--- src/rtl/pipe_csel_adder.sv ---
// Pipelined carry-select adder/subtractor.
// One BLK-bit segment is resolved per stage. Each stage forms both candidate
// segment sums and picks one with the carry registered by the previous stage,
// so no carry ripples across a stage boundary inside a single cycle.
// Operands travel with the carry (skew delay), and the finished low segments
// travel with them too, so a complete result leaves the last stage at once.
module pipe_csel_adder #(
   parameter int WIDTH = 32,
   parameter int BLK   = 8
) (
   input  logic             clk,
   input  logic             rst,
   input  logic             in_valid,
   output logic             in_ready,
   input  logic [WIDTH-1:0] a,
   input  logic [WIDTH-1:0] b,
   input  logic             cin,
   input  logic             sub,
   output logic             out_valid,
   input  logic             out_ready,
   output logic [WIDTH-1:0] sum,
   output logic             cout,
   output logic             ovf
);

   localparam bit PARAMS_OK = (BLK >= 1) && (WIDTH >= BLK) &&
                              ((WIDTH % ((BLK >= 1) ? BLK : 1)) == 0);
   localparam int NSEG      = PARAMS_OK ? (WIDTH / BLK) : 1;

   if (!PARAMS_OK) begin : g_param_check
      $error("pipe_csel_adder: WIDTH must be a nonzero multiple of BLK, BLK >= 1");
   end

   // The whole pipeline advances together; it only freezes when a result
   // is waiting at the output and the consumer is not taking it.
   logic en;
   assign en       = !out_valid || out_ready;
   assign in_ready = en && !rst;

   logic             vld_reg [NSEG];
   logic             cy_reg  [NSEG];
   logic [WIDTH-1:0] a_reg   [NSEG];
   logic [WIDTH-1:0] bx_reg  [NSEG];
   logic [WIDTH-1:0] sum_reg [NSEG];
   logic             ovf_reg;
   logic             ovf_next;

   genvar gi;
   for (gi = 0; gi < NSEG; gi++) begin : g_stage
      localparam logic [WIDTH-1:0] SEG_MASK = WIDTH'({BLK{1'b1}}) << (gi * BLK);

      logic             v_in;
      logic             c_in;
      logic [WIDTH-1:0] a_in;
      logic [WIDTH-1:0] bx_in;
      logic [WIDTH-1:0] s_in;
      logic [BLK:0]     seg_c0;
      logic [BLK:0]     seg_c1;
      logic [BLK:0]     seg_sel;
      logic [WIDTH-1:0] s_next;

      if (gi == 0) begin : g_head
         // Subtraction is folded in up front: invert B, and the borrow-in
         // becomes an inverted carry-in.
         assign v_in  = in_valid;
         assign a_in  = a;
         assign bx_in = b ^ {WIDTH{sub}};
         assign c_in  = cin ^ sub;
         assign s_in  = '0;
      end else begin : g_body
         assign v_in  = vld_reg[gi-1];
         assign a_in  = a_reg[gi-1];
         assign bx_in = bx_reg[gi-1];
         assign c_in  = cy_reg[gi-1];
         assign s_in  = sum_reg[gi-1];
      end

      // Both candidate sums for this segment, then selection by incoming carry.
      assign seg_c0  = {1'b0, a_in[gi*BLK +: BLK]} + {1'b0, bx_in[gi*BLK +: BLK]};
      assign seg_c1  = seg_c0 + (BLK+1)'(1);
      assign seg_sel = c_in ? seg_c1 : seg_c0;
      assign s_next  = (s_in & ~SEG_MASK) | (WIDTH'(seg_sel[BLK-1:0]) << (gi * BLK));

      if (gi == NSEG - 1) begin : g_tail
         // Carry into the MSB is recovered as a ^ bx ^ sum at that bit.
         assign ovf_next = a_in[WIDTH-1] ^ bx_in[WIDTH-1] ^ seg_sel[BLK-1] ^ seg_sel[BLK];
      end

      // Stage register: valid bit, segment carry, skewed operands, partial sum.
      always_ff @(posedge clk) begin
         if (rst) begin
            vld_reg[gi] <= 1'b0;
            cy_reg[gi]  <= 1'b0;
            a_reg[gi]   <= '0;
            bx_reg[gi]  <= '0;
            sum_reg[gi] <= '0;
         end else if (en) begin
            vld_reg[gi] <= v_in;
            cy_reg[gi]  <= seg_sel[BLK];
            a_reg[gi]   <= a_in;
            bx_reg[gi]  <= bx_in;
            sum_reg[gi] <= s_next;
         end
      end
   end

   // Overflow flag is produced alongside the final segment.
   always_ff @(posedge clk) begin
      if (rst) begin
         ovf_reg <= 1'b0;
      end else if (en) begin
         ovf_reg <= ovf_next;
      end
   end

   assign out_valid = vld_reg[NSEG-1];
   assign sum       = sum_reg[NSEG-1];
   assign cout      = cy_reg[NSEG-1];
   assign ovf       = ovf_reg;

endmodule

--- config.mk ---
export PLATFORM = sky130hd
export DESIGN_NAME = pipe_csel_adder
export DESIGN_NICKNAME = d
export VERILOG_FILES = /design/src/rtl/pipe_csel_adder.sv
export SDC_FILE = /design/constraint.sdc
export NUM_CORES = 1
export LEC_CHECK = 0
export BUFFER_PORTS_ARGS = -buffer_cell sky130_fd_sc_hd__buf_2
export CAP_MARGIN = 20
export CORE_MARGIN = 5
export CORE_UTILIZATION = 53
export DETAILED_ROUTE_END_ITERATION = 7
export GPL_TIMING_DRIVEN = 0
export PLACE_DENSITY_LB_ADDON = 0.12
export SYNTH_ARGS = -nofsm -noshare
export SYNTH_HDL_FRONTEND = slang
export SYNTH_SLANG_ARGS = --single-unit
--- constraint.sdc ---
create_clock -name clk -period 5.63 [get_ports clk]
set_input_delay 1.126 -clock clk [delete_from_list [all_inputs] [get_ports clk]]
set_output_delay 1.126 -clock clk [all_outputs]
set_load 0.05 [all_outputs]
==> summary.md <==
| Metric | Value |
|---|---|
| Vias in the first global route | `5409` |
| Setup crit end kind | `output port` |
| Share of layout cells above drive strength 1 | `0.179` |
| 1st-iter DRT viols | `342` |
| Multi-input gate area | `3280 µm²` |
| Initial Util | `0.540` |
| Max-cap violations | `0` |
| Slew HR | `0.481` |
| Max reg flops | `80` |
| Fmax | `0.241 GHz` |
| Hold_buf cts | `0` |
| Clk root buf | `clkbuf_16` |
| Clock transition at path regs | `0.07 ns` |
| EDFF count, synth | `184` |
| Routed vias/inst | `5.06` |
| Fillers | `1337` |
| Routed Antenna Nets | `0` |
| Flip-flop and latch area | `5550 µm²` |
| Total negative slack | `0 ns` |
| Worst-Margin Slew | `0.778 ns` |
| FFs w/ async S/R, synth | `0` |
| Post-CTS setup buffer count | `0` |
| Final #Nets | `935` |
| Setup WS pre-CTS | `between 1 and 1.5 ns` |
| RSZ-0062 raised after global routing | `no` |
| Die footprint | `19700 µm²` |
| Setup violations, final | `0` |
| Post-Syn Area per Cell | `12.8 µm²` |
| Synthesis-to-finish area growth | `15.8%` |
| Post-synth cell types | `52` |
| Lkg Pwr | `approximately 4.5 nW` |
| Clock sinks | `about 190` |
| Insertion delay to the later sink of the worst-skew pair | `0.43 ns` |
| Core Box Area | `16600 µm²` |
| Dpl hpwl | `11.9 mm` |
| CTS Buf Count | `17` |
| Setup CP Type | `primary input to output port` |
| Commonest non-fill, non-tap cells in the layout | `184 x edfxtp_1, 127 x and2_1, 105 x buf_2` |
| Status | `finished clean` |
| Util after Layout | `0.625` |
| Top FF cell, synth | `edfxtp_1` |
| H-tree depth | `4` |
| Worst setup SP type | `primary input` |
| Yosys warning count | `0` |
| Global-route wire length before repair | `26.8 mm` |
| DP Cell Count | `slightly above 1000` |
| TritonCTS clock tree | `yes` |
| DRC | `0` |
| Post-layout min period | `4.14 ns` |
| Via count | `roughly 5300` |
| Detailed Routing Iterations Pass 1 | `5` |
| WP data arrival | `3.01 ns` |
| GPL Wtd Cong | `0.817` |
| Pins Over Slew Limit | `0` |
| Largest net degree at the start of global routing | `149` |
| Syn nets | `slightly above 800` |
| Fin crit share | `0.735` |
| Post-Layout Cell Count | `between 1000 and 1500` |
| I/O Buffers | `104` |
| Routed wire length | `16.2 mm` |
| Final hold vios | `0` |
| Design Power | `0.00326 W` |
| Mapped cell area | `between 8000 and 9000 µm²` |
| Hold crit path type | `register to register` |
| Sequential-to-total area share from yosys stat | `0.617` |
| Mapped Cells | `700` |
| Max VDD drop | `0.000209 V` |
| Die Wd | `roughly 140 µm` |
| CTS max path bufs | `2` |
| Synth Register Bits | `approximately 190` |
| GRT Util Overall | `0.172` |
| Commonest non-fill, non-tap cell in the layout | `edfxtp_1` |
| # IOs | `106` |
| Num rows | `47` |
| CTS resizes | `0` |
| Setup ws final | `~1.5 ns` |
| Worst Path Required | `4.50 ns` |
| GRT overflow | `0` |
| WL per Instance | `15.3 µm` |
| Diodes inserted | `0` |
| Skew final | `0.0105 ns` |
| Die Ht | `140 µm` |
| Pwr per Cell Area | `313 nW/µm²` |
| Initial antenna violation count | `0` |
| Max FO, Critical Path | `10` |
[report_power, final]
group          switching (W)  leakage [nW]  internal, W
sequential         0.0000258          2.19      0.00163
clock               0.000515         0.276     0.000666
combinational       0.000258          2.01     0.000168
total               0.000799          4.48      0.00246
[synth_stat cells (2+ instances only)]
| library cell | number | area, µm² |
|---|---|---|
| a211oi_1 | 3 | 22.5 |
| a211oi_2 | 2 | 25.0 |
| a21o_1 | 6 | 45.0 |
| a21oi_1 | 17 | 85.1 |
| a221oi_1 | 2 | 17.5 |
| a32oi_1 | 3 | 26.3 |
| and2_1 | 127 | 795 |
| and3_1 | 8 | 50.1 |
| and4_1 | 3 | 26.3 |
| buf_1 | 5 | 18.8 |
| clkbuf_1 | 22 | 82.6 |
| edfxtp_1 | 184 | 5530 |
| fa_1 | 4 | 80.1 |
| ha_1 | 37 | 463 |
| inv_1 | 13 | 48.8 |
| mux2i_1 | 2 | 20.0 |
| nand2_1 | 19 | 71.3 |
| nand2b_1 | 5 | 31.3 |
| nand3_1 | 8 | 40.0 |
| nand3b_1 | 3 | 22.5 |
| nand4_1 | 5 | 31.3 |
| nand4b_1 | 2 | 17.5 |
| nor2_1 | 79 | 297 |
| nor3_1 | 12 | 60.1 |
| nor4_1 | 2 | 12.5 |
| o21a_1 | 4 | 30.0 |
| o21ai_0 | 11 | 55.1 |
| o21bai_1 | 4 | 30.0 |
| o31a_1 | 2 | 17.5 |
| or2_2 | 2 | 12.5 |
| or3_1 | 4 | 25.0 |
| xnor2_1 | 51 | 447 |
| xor2_1 | 30 | 263 |
[path summary, 6_finish.rpt]
path | endpoint | from | cells past startpoint | slack, ns
hold reg to reg | sum_reg[3][21] | sum_reg[2][21] | 1 | 0.51
setup reg to reg | cy_reg[3] | a_reg[1][24] | 9 | 2.87
setup / recovery | in_ready | out_ready | 8 | 1.49
hold / removal | sum_reg[3][21] | sum_reg[2][21] | 1 | 0.51
[kinds of logic (layout without fill, tap and decap cells)]
logic type | Yosys count | count (layout) | share of synthesized area
DFF | 185 | 185 | 0.617
and+or+nand+nor | 283 | 283 | 0.170
xor gates and xnor gates | 81 | 81 | 0.0789
AOI/OAI and AO/OA | 66 | 66 | 0.0527
muxes | 2 | 2 | 0.00223
adders and majority gates | 41 | 41 | 0.0604
buffers and inverters | 42 | 178 | 0.0185
[critical path, cell delays in order]
cell      delay, ns
buf_2          0.08
nand2b_1       0.11
nand2b_1       0.08
clkbuf_1       0.24
inv_1          0.16
clkbuf_1       0.44
clkbuf_1       0.42
buf_2          0.35
[final cells by class]
cell class / count / area share
plain buffers: 29 / 0.0113
clock buffers: 18 / 0.0412
clock inverters: 13 / 0.0153
inverters: 13 / 0.00541
multi-input cells: 473 / 0.315
flip-flops and latches: 185 / 0.533
well taps: 220 / 0.0264
repair buffers: 105 / 0.0527
[routing by layer]
layer	share of wire	wire length (µm)	track usage
met2	0.48	7700	0.271
met1	0.46	7460	0.234
met3	0.053	860	0.0494
met4	0.011	180	0.0500
met5	0	0	0
[stage by stage]
stage	hold WS, ns	cell area, µm²
CTS	0.519	10400
global placement	0.498	9790
floorplan	0.497	8990
global route	0.528	10400
detailed placement	0.503	9820
finish	0.511	10400
(Power assumes the default switching activity.)
